<file path="src/rtl/hex_keypad_encoder_pkg.sv">
// keypad_pkg: shared types and constants for the hex keypad encoder.
// Holds the FSM state type, the row/column key map and the column-drive helper.
package keypad_pkg;

    typedef enum logic [1:0] {
        SCAN,
        PRESS_DB,
        PRESSED,
        RELEASE_DB
    } kp_state_t;

    // KEY_MAP[row][col] -> hex nibble, same 0-F encoding as the display path.
    localparam logic [3:0] KEY_MAP [4][4] = '{
        '{4'h1, 4'h2, 4'h3, 4'hA},
        '{4'h4, 4'h5, 4'h6, 4'hB},
        '{4'h7, 4'h8, 4'h9, 4'hC},
        '{4'hE, 4'h0, 4'hF, 4'hD}
    };

    // One-hot seed for the active-low column drive.
    localparam logic [3:0] COL_ONE_HOT = 4'b0001;

    // Active-low column drive for a given column index.
    function automatic logic [3:0] col_drive(input logic [1:0] idx);
        return ~(COL_ONE_HOT << idx);
    endfunction

    // Index of the lowest-numbered low row; only meaningful when some row is low.
    function automatic logic [1:0] lowest_low_row(input logic [3:0] rows);
        logic [1:0] idx;
        logic       found;
        idx   = '0;
        found = 1'b0;
        for (int unsigned i = 0; i < 4; i++) begin
            if (!found && !rows[i]) begin
                idx   = 2'(i);
                found = 1'b1;
            end
        end
        return idx;
    endfunction

endpackage

</file>
<file path="src/rtl/hex_keypad_encoder_if.sv">
// hex_keypad_encoder_if: keypad pins plus the encoded key output bundle.
// master = encoder side, slave = keypad/consumer side.
interface hex_keypad_encoder_if;

    logic [3:0] ROW;       // keypad rows, active-low, asynchronous
    logic [3:0] COL;       // column drive, active-low, one bit low
    logic [3:0] KeyCode;   // last accepted key
    logic       KeyValid;  // one-cycle strobe per accept/repeat
    logic       KeyHeld;   // high from accept until debounced release

    modport master (
        input  ROW,
        output COL,
        output KeyCode,
        output KeyValid,
        output KeyHeld
    );

    modport slave (
        output ROW,
        input  COL,
        input  KeyCode,
        input  KeyValid,
        input  KeyHeld
    );

endinterface

</file>
<file path="src/rtl/hex_keypad_encoder_sync2.sv">
// keypad_sync2: 4-bit two-flop synchroniser for the asynchronous keypad rows.
// Resets to all-ones so an idle (pulled-up) keypad reads as no key.
module keypad_sync2 (
    input  logic       Clock,
    input  logic       Reset_n,
    input  logic [3:0] d_i,
    output logic [3:0] q_o
);

    logic [3:0] meta_q;
    logic [3:0] sync_q;

    // Two-stage capture of the raw row pins.
    always_ff @(posedge Clock or negedge Reset_n) begin
        if (!Reset_n) begin
            meta_q <= '1;
            sync_q <= '1;
        end else begin
            meta_q <= d_i;
            sync_q <= meta_q;
        end
    end

    assign q_o = sync_q;

endmodule

</file>
<file path="src/rtl/hex_keypad_encoder.sv">
// hex_keypad_encoder: scans a 4x4 hex keypad, debounces press and release,
// and emits the key nibble with a one-cycle KeyValid strobe.
// Optional feature macro: KEYPAD_REPEAT_EN (auto-repeat strobes while held).
module hex_keypad_encoder
    import keypad_pkg::*;
#(
    parameter int unsigned SCAN_DIV     = 1000,
    parameter int unsigned DEBOUNCE_CNT = 500000,
    parameter int unsigned REPEAT_DLY   = 25000000,
    parameter int unsigned REPEAT_RATE  = 5000000
) (
    input logic                  Clock,
    input logic                  Reset_n,
    hex_keypad_encoder_if.master kp
);

    localparam int unsigned SCAN_W = $clog2(SCAN_DIV + 1);
    localparam int unsigned DB_W   = $clog2(DEBOUNCE_CNT + 1);

    localparam logic [SCAN_W-1:0] SCAN_LAST = SCAN_W'(SCAN_DIV - 1);
    localparam logic [DB_W-1:0]   DB_LAST   = DB_W'(DEBOUNCE_CNT);

    // Settle time in the scan slot and non-adjacent repeat strobes need these.
    if (SCAN_DIV < 3 || DEBOUNCE_CNT < 1 || REPEAT_DLY < 2 || REPEAT_RATE < 2) begin : g_param_check
        $error("hex_keypad_encoder: parameter out of range");
    end

`ifdef KEYPAD_REPEAT_EN
    localparam int unsigned REP_MAX = (REPEAT_DLY > REPEAT_RATE) ? REPEAT_DLY : REPEAT_RATE;
    localparam int unsigned REP_W   = $clog2(REP_MAX + 1);

    localparam logic [REP_W-1:0] REP_DLY_LAST  = REP_W'(REPEAT_DLY - 1);
    localparam logic [REP_W-1:0] REP_RATE_LAST = REP_W'(REPEAT_RATE - 1);

    logic [REP_W-1:0] rep_cnt_q;
    logic             rep_first_q;  // still waiting for the initial delay
`endif

    kp_state_t         state_q;
    logic [1:0]        col_idx_q;
    logic [1:0]        row_idx_q;
    logic [SCAN_W-1:0] scan_cnt_q;
    logic [DB_W-1:0]   db_cnt_q;
    logic [3:0]        key_code_q;
    logic              key_valid_q;
    logic              key_held_q;

    logic [3:0]        rows_s;
    logic              row_up;

    keypad_sync2 u_sync (
        .Clock   (Clock),
        .Reset_n (Reset_n),
        .d_i     (kp.ROW),
        .q_o     (rows_s)
    );

    // Latched row of the key being tracked reads released (high).
    assign row_up = rows_s[row_idx_q];

    // Scan / debounce FSM with registered outputs and per-state counters.
    always_ff @(posedge Clock or negedge Reset_n) begin
        if (!Reset_n) begin
            state_q     <= SCAN;
            col_idx_q   <= '0;
            row_idx_q   <= '0;
            scan_cnt_q  <= '0;
            db_cnt_q    <= '0;
            key_code_q  <= '0;
            key_valid_q <= 1'b0;
            key_held_q  <= 1'b0;
`ifdef KEYPAD_REPEAT_EN
            rep_cnt_q   <= '0;
            rep_first_q <= 1'b1;
`endif
        end else begin
            key_valid_q <= 1'b0;
            unique case (state_q)
                SCAN: begin
                    if (scan_cnt_q == SCAN_LAST) begin
                        scan_cnt_q <= '0;
                        if (rows_s != 4'hF) begin
                            row_idx_q <= lowest_low_row(rows_s);
                            db_cnt_q  <= '0;
                            state_q   <= PRESS_DB;
                        end else begin
                            col_idx_q <= col_idx_q + 2'd1;
                        end
                    end else begin
                        scan_cnt_q <= scan_cnt_q + SCAN_W'(1);
                    end
                end

                PRESS_DB: begin
                    if (row_up) begin
                        scan_cnt_q <= '0;
                        db_cnt_q   <= '0;
                        state_q    <= SCAN;
                    end else if (db_cnt_q == DB_LAST) begin
                        key_code_q  <= KEY_MAP[row_idx_q][col_idx_q];
                        key_valid_q <= 1'b1;
                        key_held_q  <= 1'b1;
                        db_cnt_q    <= '0;
                        state_q     <= PRESSED;
`ifdef KEYPAD_REPEAT_EN
                        rep_cnt_q   <= '0;
                        rep_first_q <= 1'b1;
`endif
                    end else begin
                        db_cnt_q <= db_cnt_q + DB_W'(1);
                    end
                end

                PRESSED: begin
                    if (row_up) begin
                        db_cnt_q <= '0;
                        state_q  <= RELEASE_DB;
`ifdef KEYPAD_REPEAT_EN
                        rep_cnt_q   <= '0;
                        rep_first_q <= 1'b1;
`endif
                    end
`ifdef KEYPAD_REPEAT_EN
                    else if (rep_first_q ? (rep_cnt_q == REP_DLY_LAST)
                                         : (rep_cnt_q == REP_RATE_LAST)) begin
                        key_valid_q <= 1'b1;
                        rep_cnt_q   <= '0;
                        rep_first_q <= 1'b0;
                    end else begin
                        rep_cnt_q <= rep_cnt_q + REP_W'(1);
                    end
`endif
                end

                RELEASE_DB: begin
                    if (!row_up) begin
                        db_cnt_q <= '0;
                        state_q  <= PRESSED;
`ifdef KEYPAD_REPEAT_EN
                        rep_cnt_q   <= '0;
                        rep_first_q <= 1'b1;
`endif
                    end else if (db_cnt_q == DB_LAST) begin
                        key_held_q <= 1'b0;
                        col_idx_q  <= col_idx_q + 2'd1;
                        scan_cnt_q <= '0;
                        db_cnt_q   <= '0;
                        state_q    <= SCAN;
                    end else begin
                        db_cnt_q <= db_cnt_q + DB_W'(1);
                    end
                end
            endcase
        end
    end

    assign kp.COL      = col_drive(col_idx_q);
    assign kp.KeyCode  = key_code_q;
    assign kp.KeyValid = key_valid_q;
    assign kp.KeyHeld  = key_held_q;

endmodule

</file>
<file path="src/flat_wrapper.sv">
// flat-port wrapper written by rule: the top's interface ports become plain ports
module hex_keypad_encoder_flat import keypad_pkg::*;
#(
    parameter int unsigned SCAN_DIV     = 1000,
    parameter int unsigned DEBOUNCE_CNT = 500000,
    parameter int unsigned REPEAT_DLY   = 25000000,
    parameter int unsigned REPEAT_RATE  = 5000000
)
  (Clock, Reset_n, kp_ROW, kp_COL, kp_KeyCode, kp_KeyValid, kp_KeyHeld);
  hex_keypad_encoder_if kp_i ();
  input logic Clock;
  input logic Reset_n;
  input wire logic [$bits(kp_i.ROW)-1:0] kp_ROW;
  output wire logic [$bits(kp_i.COL)-1:0] kp_COL;
  output wire logic [$bits(kp_i.KeyCode)-1:0] kp_KeyCode;
  output wire logic [$bits(kp_i.KeyValid)-1:0] kp_KeyValid;
  output wire logic [$bits(kp_i.KeyHeld)-1:0] kp_KeyHeld;
  assign kp_i.ROW = kp_ROW;
  assign kp_COL = kp_i.COL;
  assign kp_KeyCode = kp_i.KeyCode;
  assign kp_KeyValid = kp_i.KeyValid;
  assign kp_KeyHeld = kp_i.KeyHeld;
  hex_keypad_encoder #(.SCAN_DIV(SCAN_DIV), .DEBOUNCE_CNT(DEBOUNCE_CNT), .REPEAT_DLY(REPEAT_DLY), .REPEAT_RATE(REPEAT_RATE)) u_core (.Clock(Clock), .Reset_n(Reset_n), .kp(kp_i));
endmodule
</file>
<file path="config.mk">
export PLATFORM = sky130hd
export DESIGN_NAME = hex_keypad_encoder_flat
export DESIGN_NICKNAME = d
export VERILOG_FILES = /design/src/rtl/hex_keypad_encoder_pkg.sv /design/src/rtl/hex_keypad_encoder_if.sv /design/src/rtl/hex_keypad_encoder_sync2.sv /design/src/rtl/hex_keypad_encoder.sv /design/src/flat_wrapper.sv
export SDC_FILE = /design/constraint.sdc
export NUM_CORES = 1
export LEC_CHECK = 0
export ABC_AREA = 1
export BUFFER_PORTS_ARGS = -buffer_cell sky130_fd_sc_hd__buf_2
export CAP_MARGIN = 0
export CORE_MARGIN = 5
export CORE_UTILIZATION = 30
export DETAILED_ROUTE_END_ITERATION = 8
export PLACE_DENSITY = 0.5
export SYNTH_ARGS = -nofsm -noshare
export SYNTH_HDL_FRONTEND = slang
export SYNTH_HIERARCHICAL = 1
export SYNTH_SLANG_ARGS = --single-unit
export TNS_END_PERCENT = 10
</file>
<file path="constraint.sdc">
create_clock -name Clock -period 2.4 [get_ports Clock]
set_clock_uncertainty 0.1 [all_clocks]
set_input_delay 0.12 -clock Clock [delete_from_list [all_inputs] [get_ports Clock]]
set_output_delay 0.12 -clock Clock [all_outputs]
set_load 0.05 [all_outputs]
</file>
==> out/qor.yml <==
status: "complete, no violations"
max_slew_margin: 0.708
maxCapViolCount: 0
first_iter_violations: 172
synth.most_common_cell: "nand2_1"
cts_tree: "done"
vias: 2815
syn_inst: 437
hp-class: "primary input to async pin"
hold_viol: 0
ant_nets: 0
p_leak_nw: 1.76
grt_util_all_layers: 0.121
antennaDiodeCount: 0
die_w_um: 114
ys_seq_area_frac: 0.379
p_per_area_nw_per_um2: 386
pin_count: 16
cts_resized: 0
peakVddDrop_v: 0.000175
detailed_place_hpwl_um: 5540
ys_ff_latch: 49
synthMuxAreaShare: 0
rsz0062_at_grt: "false"
synth_simple_gate_area_frac: 0.376
timing.final.crit_share: 0.895
yosysTopAreaCellShare: 0.315
post_drt_via_cell_ratio: 4.69
place_congestion: 0.859
drcViolationCount: 0
die_h_um: 114
grt_max_degree: 50
crit_chain: "ha_1, nand2_1, nor2_1, nand3_2, nand2_4, nand2_4, inv_4, nand2_2, nand2_1, o21ai_1"
root_buffer: "clkbuf_8"
synth.area.top_cells: "dfrtp_1, nand2_1, dfstp_2"
nNetsFinal: 476
reg2reg_depth: 10
endpoint_kind: "flip-flop"
grt_pass1_wl_um: 12800
slowest_delay_ns: 0.49
synth-compound-area-share: 0.0844
firstDrtPassIters: 4
htreeDepth: 2
ctsLongestPathBuffers: 2
clock_sink_count: 49
synth_fp_nets: 454
synthXorXnorAreaFrac: 0.0188
crit_slowest_cell: "dfrtp_1"
report.final.setup_viol: 0
row_count: 38
tightestPinTransition_ns: 0.438
worst_setup_hold_path_clk_slew_ns: 0.10
port_buffers: 15
wire_per_inst_um: 12.4
syn_avg_cell_area_um2: 7.46
synth_top_family_by_area: "simple AND/OR/NAND/NOR gates"
syn_area_um2: 3260
cp.required_ns: 2.48
final_core_util: 0.335
drv_slew: 0
ys_types: 34
grt_pass1_vias: 2745
dp_slack_ns: 0.269
drive_gt1_frac: 0.172
fin_crit_ns: 2.15
synthTopCellsByCount: "nand2_1, inv_1, dfrtp_1, nor2_1, nand3_1"
design.die.area_um2: 13100
start_kind: "flip-flop"
yosys_most_used_dff: "dfrtp_1"
start_util: 0.303
gr-total-overflow: 0
numCtsBuffers: 5
tns_ns: 0
synthAdderAreaFrac: 0.0422
synth_edf_count: 0
setup_ws_ns: 0.252
async_flop_share: 1.00
yosys_warnings: 6
path_max_fanout: 18
area_growth_pct: 10.3
core_um2: 10700
worstPathArrival_ns: 2.23
worstSetupPathType: "flip-flop to flip-flop"
synth.largest_area_cell: "dfrtp_1"
antenna_found_initial: 0
clkLatencyLatePin_ns: 0.30
timing.fmax_mhz: 466
wl_um: 7410
cell type report:
cell class                 instances  area [um2]
fill                            1176        7150
multi-input combinational        317        1700
sequential                        49        1240
inverter                          64         243
tap                              140         175
timing repair buffer              22         153
clock buffer                       8        90.1
critical path, delay by kind of cell, from the launching register on:
| kind | cells | cell delay, ns |
|---|---|---|
| compound gates | 1 | 0.06 |
| fa+ha+maj | 1 | 0.24 |
| buf+inv | 1 | 0.21 |
| flops | 1 | 0.49 |
| simple gates | 7 | 0.92 |
final timing paths:
check,startpoint,endpoint,slack [ns]
max,u_core/scan_cnt_q[0]$_DFFE_PN0P_,u_core/state_q[0]$_DFFE_PN0P_,0.25
min in group Clock,u_core/u_sync/meta_q[0]$_DFF_PN1_,u_core/u_sync/q_o[0]$_DFF_PN1_,0.26
max reg2reg,u_core/scan_cnt_q[0]$_DFFE_PN0P_,u_core/state_q[0]$_DFFE_PN0P_,0.25
max in group asynchronous,Reset_n,u_core/u_sync/q_o[0]$_DFF_PN1_,1.68
min,Reset_n,u_core/kp.KeyCode[0]$_DFFE_PN0P_,0.24
min reg2reg,u_core/u_sync/meta_q[0]$_DFF_PN1_,u_core/u_sync/q_o[0]$_DFF_PN1_,0.26
layer usage:
layer	share of wire	global-route usage	up-vias
met5	0	0	-
met4	0.019	0.0388	0
met3	0.028	0.0206	8
met2	0.47	0.198	39
met1	0.49	0.162	1303
li1	-	-	1465
kinds of logic after synthesis:
family	count (synthesis)
adders and majority gates	11
DFF	49
and+or+nand+nor	255
xor gates and xnor gates	7
buffers and inverters	71
AOI/OAI and AO/OA	44
power breakdown:
part | internal [mW] | switching, mW
sequential | 0.837 | 0.00349
clock | 0.236 | 0.270
combinational | 0.0143 | 0.0280
stage by stage:
| step | instances | instance area (um2) | total power, mW | hold WS (ns) |
|---|---|---|---|---|
| floorplan | 437 | 3260 | 0.868 | -0.276 |
| CTS | 600 | 3600 | 1.43 | 0.232 |
| global route | 600 | 3600 | 1.46 | 0.259 |
| global placement | 587 | 3460 | 0.894 | 0.0322 |
| finish | 600 | 3600 | 1.39 | 0.237 |
| detailed placement | 587 | 3460 | 0.895 | 0.0398 |
flip-flops by register name, indices dropped and copies added (netlist names), named ones only:
register / flops
u_core/kp.KeyCode: 4
u_core/col_idx_q: 2
u_core/db_cnt_q: 19
u_core/scan_cnt_q: 10
u_core/row_idx_q: 2
u_core/u_sync/meta_q: 4
u_core/kp.KeyHeld: 1
u_core/kp.KeyValid: 1
u_core/state_q: 1
u_core/u_sync/q_o: 4
layout by cell type (no fill, tap or decap), types with 4 or more instances in the layout:
master and instances:
nand2_2 7, o21ai_1 7, nand3_1 33, ha_1 11
nor2_1 41, nand2_4 6, dlygate4sd3_1 5, o21ai_2 10
clkbuf_8 6, nor3_1 10, nand3_2 4, buf_2 15
o21ai_0 19, inv_1 54, dfrtp_1 41, inv_2 9
nand2_1 111, xor2_1 7, nor2_2 7, dfstp_2 8
nand4_1 27
repair_timing:
action | 4_1_cts | 5_1_grt
hold endpoints to repair | 53 | 0
hold buffers | 5 | 0
buffers inserted | 0 | 0
setup endpoints to repair | 0 | 0
No activity file was read; power rests on OpenSTA's default activity.
